**src/rtl/spi_to_ctrlport.sv**
```systemverilog
// SPI (mode 0) slave that turns 64-bit command frames into ControlPort requests and returns the last response on the next frame.
// Optional response timeout is enabled by defining SPI_TO_CTRLPORT_TIMEOUT_EN.
`timescale 1ns/1ps
module spi_to_ctrlport #(
  parameter int TIMEOUT_CYCLES = 1024
) (
  input  logic        ctrlport_clk,
  input  logic        ctrlport_rst,
  output logic        m_ctrlport_req_wr,
  output logic        m_ctrlport_req_rd,
  output logic [19:0] m_ctrlport_req_addr,
  output logic [31:0] m_ctrlport_req_data,
  input  logic        m_ctrlport_resp_ack,
  input  logic [1:0]  m_ctrlport_resp_status,
  input  logic [31:0] m_ctrlport_resp_data,
  input  logic        sclk,
  input  logic        cs_n,
  input  logic        mosi,
  output logic        miso,
  output logic        busy
);

  typedef enum logic [1:0] {IDLE, SHIFT, ISSUE, WAIT_RESP} state_t;

  state_t      state;
  logic [2:0]  sclk_sync;
  logic [2:0]  cs_n_sync;
  logic [1:0]  mosi_sync;
  logic        sclk_rise, sclk_fall, cs_fall, cs_rise;
  logic        frame_active;
  logic [6:0]  bit_cnt;
  logic [63:0] rx_sr;
  logic [63:0] tx_sr;
  logic [63:0] resp_reg;
  logic        ovr_flag;
`ifdef SPI_TO_CTRLPORT_TIMEOUT_EN
  logic [15:0] tmo_cnt;
`endif

  // Two synchronizer stages plus one history stage for edge detection.
  always_ff @(posedge ctrlport_clk or posedge ctrlport_rst) begin
    if (ctrlport_rst) begin
      sclk_sync <= 3'b000;
      cs_n_sync <= 3'b111;
      mosi_sync <= 2'b00;
    end else begin
      sclk_sync <= {sclk_sync[1:0], sclk};
      cs_n_sync <= {cs_n_sync[1:0], cs_n};
      mosi_sync <= {mosi_sync[0], mosi};
    end
  end

  assign sclk_rise = sclk_sync[1] & ~sclk_sync[2];
  assign sclk_fall = ~sclk_sync[1] & sclk_sync[2];
  assign cs_fall   = ~cs_n_sync[1] & cs_n_sync[2];
  assign cs_rise   = cs_n_sync[1] & ~cs_n_sync[2];

  // Frame shifter runs for every frame, including ones that arrive while a request is outstanding.
  always_ff @(posedge ctrlport_clk or posedge ctrlport_rst) begin
    if (ctrlport_rst) begin
      frame_active <= 1'b0;
      bit_cnt      <= 7'd0;
      rx_sr        <= 64'd0;
      tx_sr        <= 64'd0;
    end else if (cs_fall) begin
      frame_active <= 1'b1;
      bit_cnt      <= 7'd0;
      tx_sr        <= resp_reg;
    end else if (cs_rise) begin
      frame_active <= 1'b0;
    end else if (frame_active) begin
      if (sclk_rise && bit_cnt != 7'd64) begin
        rx_sr   <= {rx_sr[62:0], mosi_sync[1]};
        bit_cnt <= bit_cnt + 7'd1;
      end
      if (sclk_fall)
        tx_sr <= {tx_sr[62:0], 1'b0};
    end
  end

  assign miso = frame_active & tx_sr[63];

  always_ff @(posedge ctrlport_clk or posedge ctrlport_rst) begin
    if (ctrlport_rst) begin
      state               <= IDLE;
      m_ctrlport_req_wr   <= 1'b0;
      m_ctrlport_req_rd   <= 1'b0;
      m_ctrlport_req_addr <= 20'd0;
      m_ctrlport_req_data <= 32'd0;
      busy                <= 1'b0;
      resp_reg            <= 64'd0;
      ovr_flag            <= 1'b0;
`ifdef SPI_TO_CTRLPORT_TIMEOUT_EN
      tmo_cnt             <= 16'd0;
`endif
    end else begin
      m_ctrlport_req_wr <= 1'b0;
      m_ctrlport_req_rd <= 1'b0;
      // Each response is reported once; a capture below overrides this clear.
      if (cs_fall) begin
        resp_reg[63] <= 1'b0;
        if (state == ISSUE || state == WAIT_RESP)
          ovr_flag <= 1'b1;
      end
      case (state)
        IDLE:
          if (cs_fall)
            state <= SHIFT;
        SHIFT:
          if (cs_rise) begin
            if (bit_cnt == 7'd64) begin
              state               <= ISSUE;
              m_ctrlport_req_wr   <= rx_sr[63];
              m_ctrlport_req_rd   <= ~rx_sr[63];
              m_ctrlport_req_addr <= rx_sr[51:32];
              m_ctrlport_req_data <= rx_sr[31:0];
              busy                <= 1'b1;
              ovr_flag            <= 1'b0;
`ifdef SPI_TO_CTRLPORT_TIMEOUT_EN
              tmo_cnt             <= 16'(TIMEOUT_CYCLES - 1);
`endif
            end else begin
              state <= IDLE;
            end
          end
        ISSUE:
          state <= WAIT_RESP;
        WAIT_RESP:
          if (m_ctrlport_resp_ack) begin
            resp_reg <= {1'b1, ovr_flag, 28'd0, m_ctrlport_resp_status, m_ctrlport_resp_data};
            busy     <= 1'b0;
            state    <= IDLE;
          end
`ifdef SPI_TO_CTRLPORT_TIMEOUT_EN
          else if (tmo_cnt == 16'd0) begin
            resp_reg <= {1'b1, ovr_flag, 28'd0, 2'b01, 32'd0};
            busy     <= 1'b0;
            state    <= IDLE;
          end else begin
            tmo_cnt <= tmo_cnt - 16'd1;
          end
`endif
        default:
          state <= IDLE;
      endcase
    end
  end

endmodule

```
**config.mk**
```make
export PLATFORM = sky130hd
export DESIGN_NAME = spi_to_ctrlport
export DESIGN_NICKNAME = d
export VERILOG_FILES = /design/src/rtl/spi_to_ctrlport.sv
export SDC_FILE = /design/constraint.sdc
export NUM_CORES = 1
export LEC_CHECK = 0
export BUFFER_PORTS_ARGS = -buffer_cell sky130_fd_sc_hd__buf_2
export CAP_MARGIN = 15
export CORE_MARGIN = 8
export CORE_UTILIZATION = 55
export DETAILED_ROUTE_END_ITERATION = 7
export MAX_ROUTING_LAYER = met4
export PLACE_DENSITY = 0.75
export SYNTH_ARGS = -nofsm -noshare
export SYNTH_HDL_FRONTEND = slang
export SYNTH_SLANG_ARGS = --single-unit
export TNS_END_PERCENT = 30
```
**constraint.sdc**
```tcl
create_clock -name ctrlport_clk -period 10.5 [get_ports ctrlport_clk]
set_input_delay 2.1 -clock ctrlport_clk [delete_from_list [all_inputs] [get_ports ctrlport_clk]]
set_output_delay 2.1 -clock ctrlport_clk [all_outputs]
set_load 0.1 [all_outputs]
```
==> results.yml <==
timing:
  rsz0062_at_grt: "no"
  fin_tns_setup_ps: 0
  maxSlewViolCount: 0
  period_minus_slack_ps: 3630
  tightest_slew_ps: 1000
  finalHoldViolations: 0
  setup_violations: 0
  skew_ps: 8.82
  finalCritPeriodShare_pct: 34.5
  timing.fmax_mhz: 276
  relSlewSlack_pct: 33.0
worst_setup_path:
  cp_cell_sequence: "and2_1, buf_2"
  arrival_ps: 1530
  max_stage_delay_ps: 430
  cp-end-kind: "output port"
  crit_path_start_kind: "flip-flop"
  crit_path_top_delay_cell: "buf_2"
  worst-path-max-fanout: 5
  path_class: "flip-flop to output port"
  cp_num_buf_inv: 1
  crit_family: "buffers and inverters"
  required_ps: 8400
synth:
  synth_warnings: 0
  syn_avg_cell_area_um2: 15.6
  synth_fp_nets: 670
  synth_cells: 625
  synth_cell_types: 40
  syn_area_mm2: 0.00978
  ys_seq_area_share_pct: 60.9
  synth-seq-cells: 238
power:
  seq_power_share_pct: 51.7
  p_switching_uw: 408
  p_total_mw: 1.81
  p_int_mw: 1.41
  combPwrFrac_pct: 3.9
  powerDensity_mw_per_mm2: 162
  swShare_pct: 22.5
  p_clk_share_pct: 44.4
  leakage_nw: 5.88
  vdd_drop_max_uv: 156
drt:
  post-route-drc-count: 0
  wl_met1_um: 7720
  top_layer: "met4"
  dr_wl_met3_um: 767
  dr_total_vias: 5137
  via_per_inst: 5.33
  drt_iter0_drc: 230
  post_drt_wl_per_cell_um: 17.3
  drt-total-wl_um: 16700
  wl_met2_um: 7860
  antenna_left: 0
  drt_first_pass_iters: 4
floorplan:
  die_x_um: 149
  die_y_um: 149
  rows: 48
  core_mm2: 0.0174
  start_util_pct: 56.4
  die_area_mm2: 0.0223
  pin_count: 96
clock_network:
  ctsResizeCount: 0
  cts_tree: "built"
  insertion_delay_ps: 520
  clk_path_buf_depth: 3
  cts_hold_buf: 0
  root_buffer: "clkbuf_16"
  clk_pin_slew_ps: 60
  cts_sinks: 238
  post_cts_buffers: 0
  numCtsBuffers: 25
  htree_num_levels: 1
layout:
  fin_nets: 765
  drive_gt1_share_pct: 54.5
  areaGrowthSynthToFinish_pct: 14.6
global_routing:
  grt_pass1_vias: 5618
  grt_max_degree: 168
  grt_pass1_wl_um: 28500
  grt_use_total_pct: 15.9
  grt-ovfl-total: 0
  antenna_found_initial: 1
job:
  drv_cap: 0
run_status:
  status: "finished clean"
place:
  io_buffers: 95
  dp_hpwl_um: 10200
  gp_congestion: 0.729
min_path:
  hold_class: "flip-flop to flip-flop"
synthesized netlist by cell type:
library cell,number,share of area [%]
nand3_1,3,0.15
a21boi_0,1,0.077
nand4_1,2,0.13
nor4_1,2,0.13
nor3_1,3,0.15
or3b_2,1,0.090
nand4bb_1,1,0.12
nand4b_1,1,0.090
nor2b_1,28,1.8
mux2_2,211,24
o2111ai_1,3,0.27
nor4_4,1,0.22
clkbuf_1,15,0.58
nor2_1,1,0.038
nand2_1,12,0.46
a211o_2,1,0.10
dfstp_2,3,0.81
mux2_4,38,5.8
dfrtp_1,235,60
a21o_1,1,0.077
nand3b_1,1,0.077
buf_2,12,0.61
a21oi_1,3,0.15
a21bo_2,1,0.10
o21a_1,1,0.077
inv_1,10,0.38
o311ai_0,3,0.27
or2_2,1,0.064
buf_6,6,0.69
or2_1,1,0.064
ha_1,5,0.64
o211ai_1,3,0.23
and2_1,3,0.19
or4_1,2,0.15
o211a_1,2,0.20
and3b_1,1,0.090
or3_2,1,0.077
o211ai_2,1,0.13
o21ai_0,4,0.20
o22ai_1,1,0.064
kinds of logic (layout without fill, tap and decap cells):
family                     count (synthesis)  in the layout  share of synthesized area, %
muxes                                    249            249                          30.1
DFF                                      238            238                          60.9
and+or+nand+nor                           65             65                          4.08
buffers and inverters                     43            156                          2.26
AOI/OAI and AO/OA                         25             25                          1.96
adders and majority gates                  5              5                         0.640
other                                      0              1                             0
metrics by stage:
step / std cells / util (%) / cell area [um2] / worst slack, ps / hold WS (ps)
2_1_floorplan: 625 / - / 9780 / 1870 / 331
3_3_place_gp: 917 / 60.1 / 10400 / 6530 / 332
6_report: 964 / 64.6 / 11200 / 6870 / 349
4_1_cts: 962 / 64.4 / 11200 / 6860 / 349
3_5_place_dp: 917 / 60.1 / 10400 / 6450 / 335
5_1_grt: 964 / 64.6 / 11200 / 6790 / 360
layout by cell type, fill, tap and decap left out, types with 2 or more instances in the layout:
cell,synthesis,layout
a21oi_1,3,2
and2_1,3,3
buf_2,12,95
buf_4,0,5
clkbuf_1,15,7
clkbuf_16,0,25
clkinv_2,0,7
clkinvlp_4,0,3
dfrtp_1,235,235
dfstp_2,3,3
ha_1,5,4
inv_1,10,9
mux2_2,211,211
mux2_4,38,38
nand2_1,12,12
nand3_1,3,2
nand4_1,2,2
nor2b_1,28,28
nor3_1,3,3
nor4_1,2,2
o2111ai_1,3,3
o211a_1,2,2
o211ai_1,3,3
o21ai_0,4,4
o311ai_0,3,3
or4_1,2,2
layout make-up:
cell class	instances	area [um2]
repair buffers	101	541
clock inverters	12	86.3
flip-flops and latches	238	5960
clock buffers	33	666
well taps	225	282
fillers	1233	6150
multi-input cells	344	3630
inverters	10	45.0
diodes	1	2.50
final timing paths:
check / startpoint / end / slack [ps] / depth (start not counted)
worst max-delay path: frame_active / miso / 6870 / 2
worst min-delay path: mosi_sync[0] / mosi_sync[1] / 350 / 0
worst max register to register: cs_n_sync[2] / tx_sr[13] / 7360 / 6
worst min register to register: mosi_sync[0] / mosi_sync[1] / 350 / 0
max in group asynchronous: ctrlport_rst / tx_sr[59] / 7140 / 4
min in group asynchronous: ctrlport_rst / m_ctrlport_req_addr[9] / 1600 / 2
power by group through the flow:
stage / combinational (mW) / sequential, mW / clock [mW]
finish: 0.0705 / 0.938 / 0.805
global route: 0.0790 / 0.939 / 0.872
global placement: 0.0675 / 0.953 / 0
detailed placement: 0.0713 / 0.954 / 0
floorplan: 0.0500 / 0.952 / 0
CTS: 0.0714 / 0.937 / 0.831
layer usage:
metal	vias up	track usage, %
li1	2404	-
met1	2620	20.9
met2	87	24.6
met3	26	3.49
met4	0	4.04
met5	-	-
(Power assumes the default switching activity.)
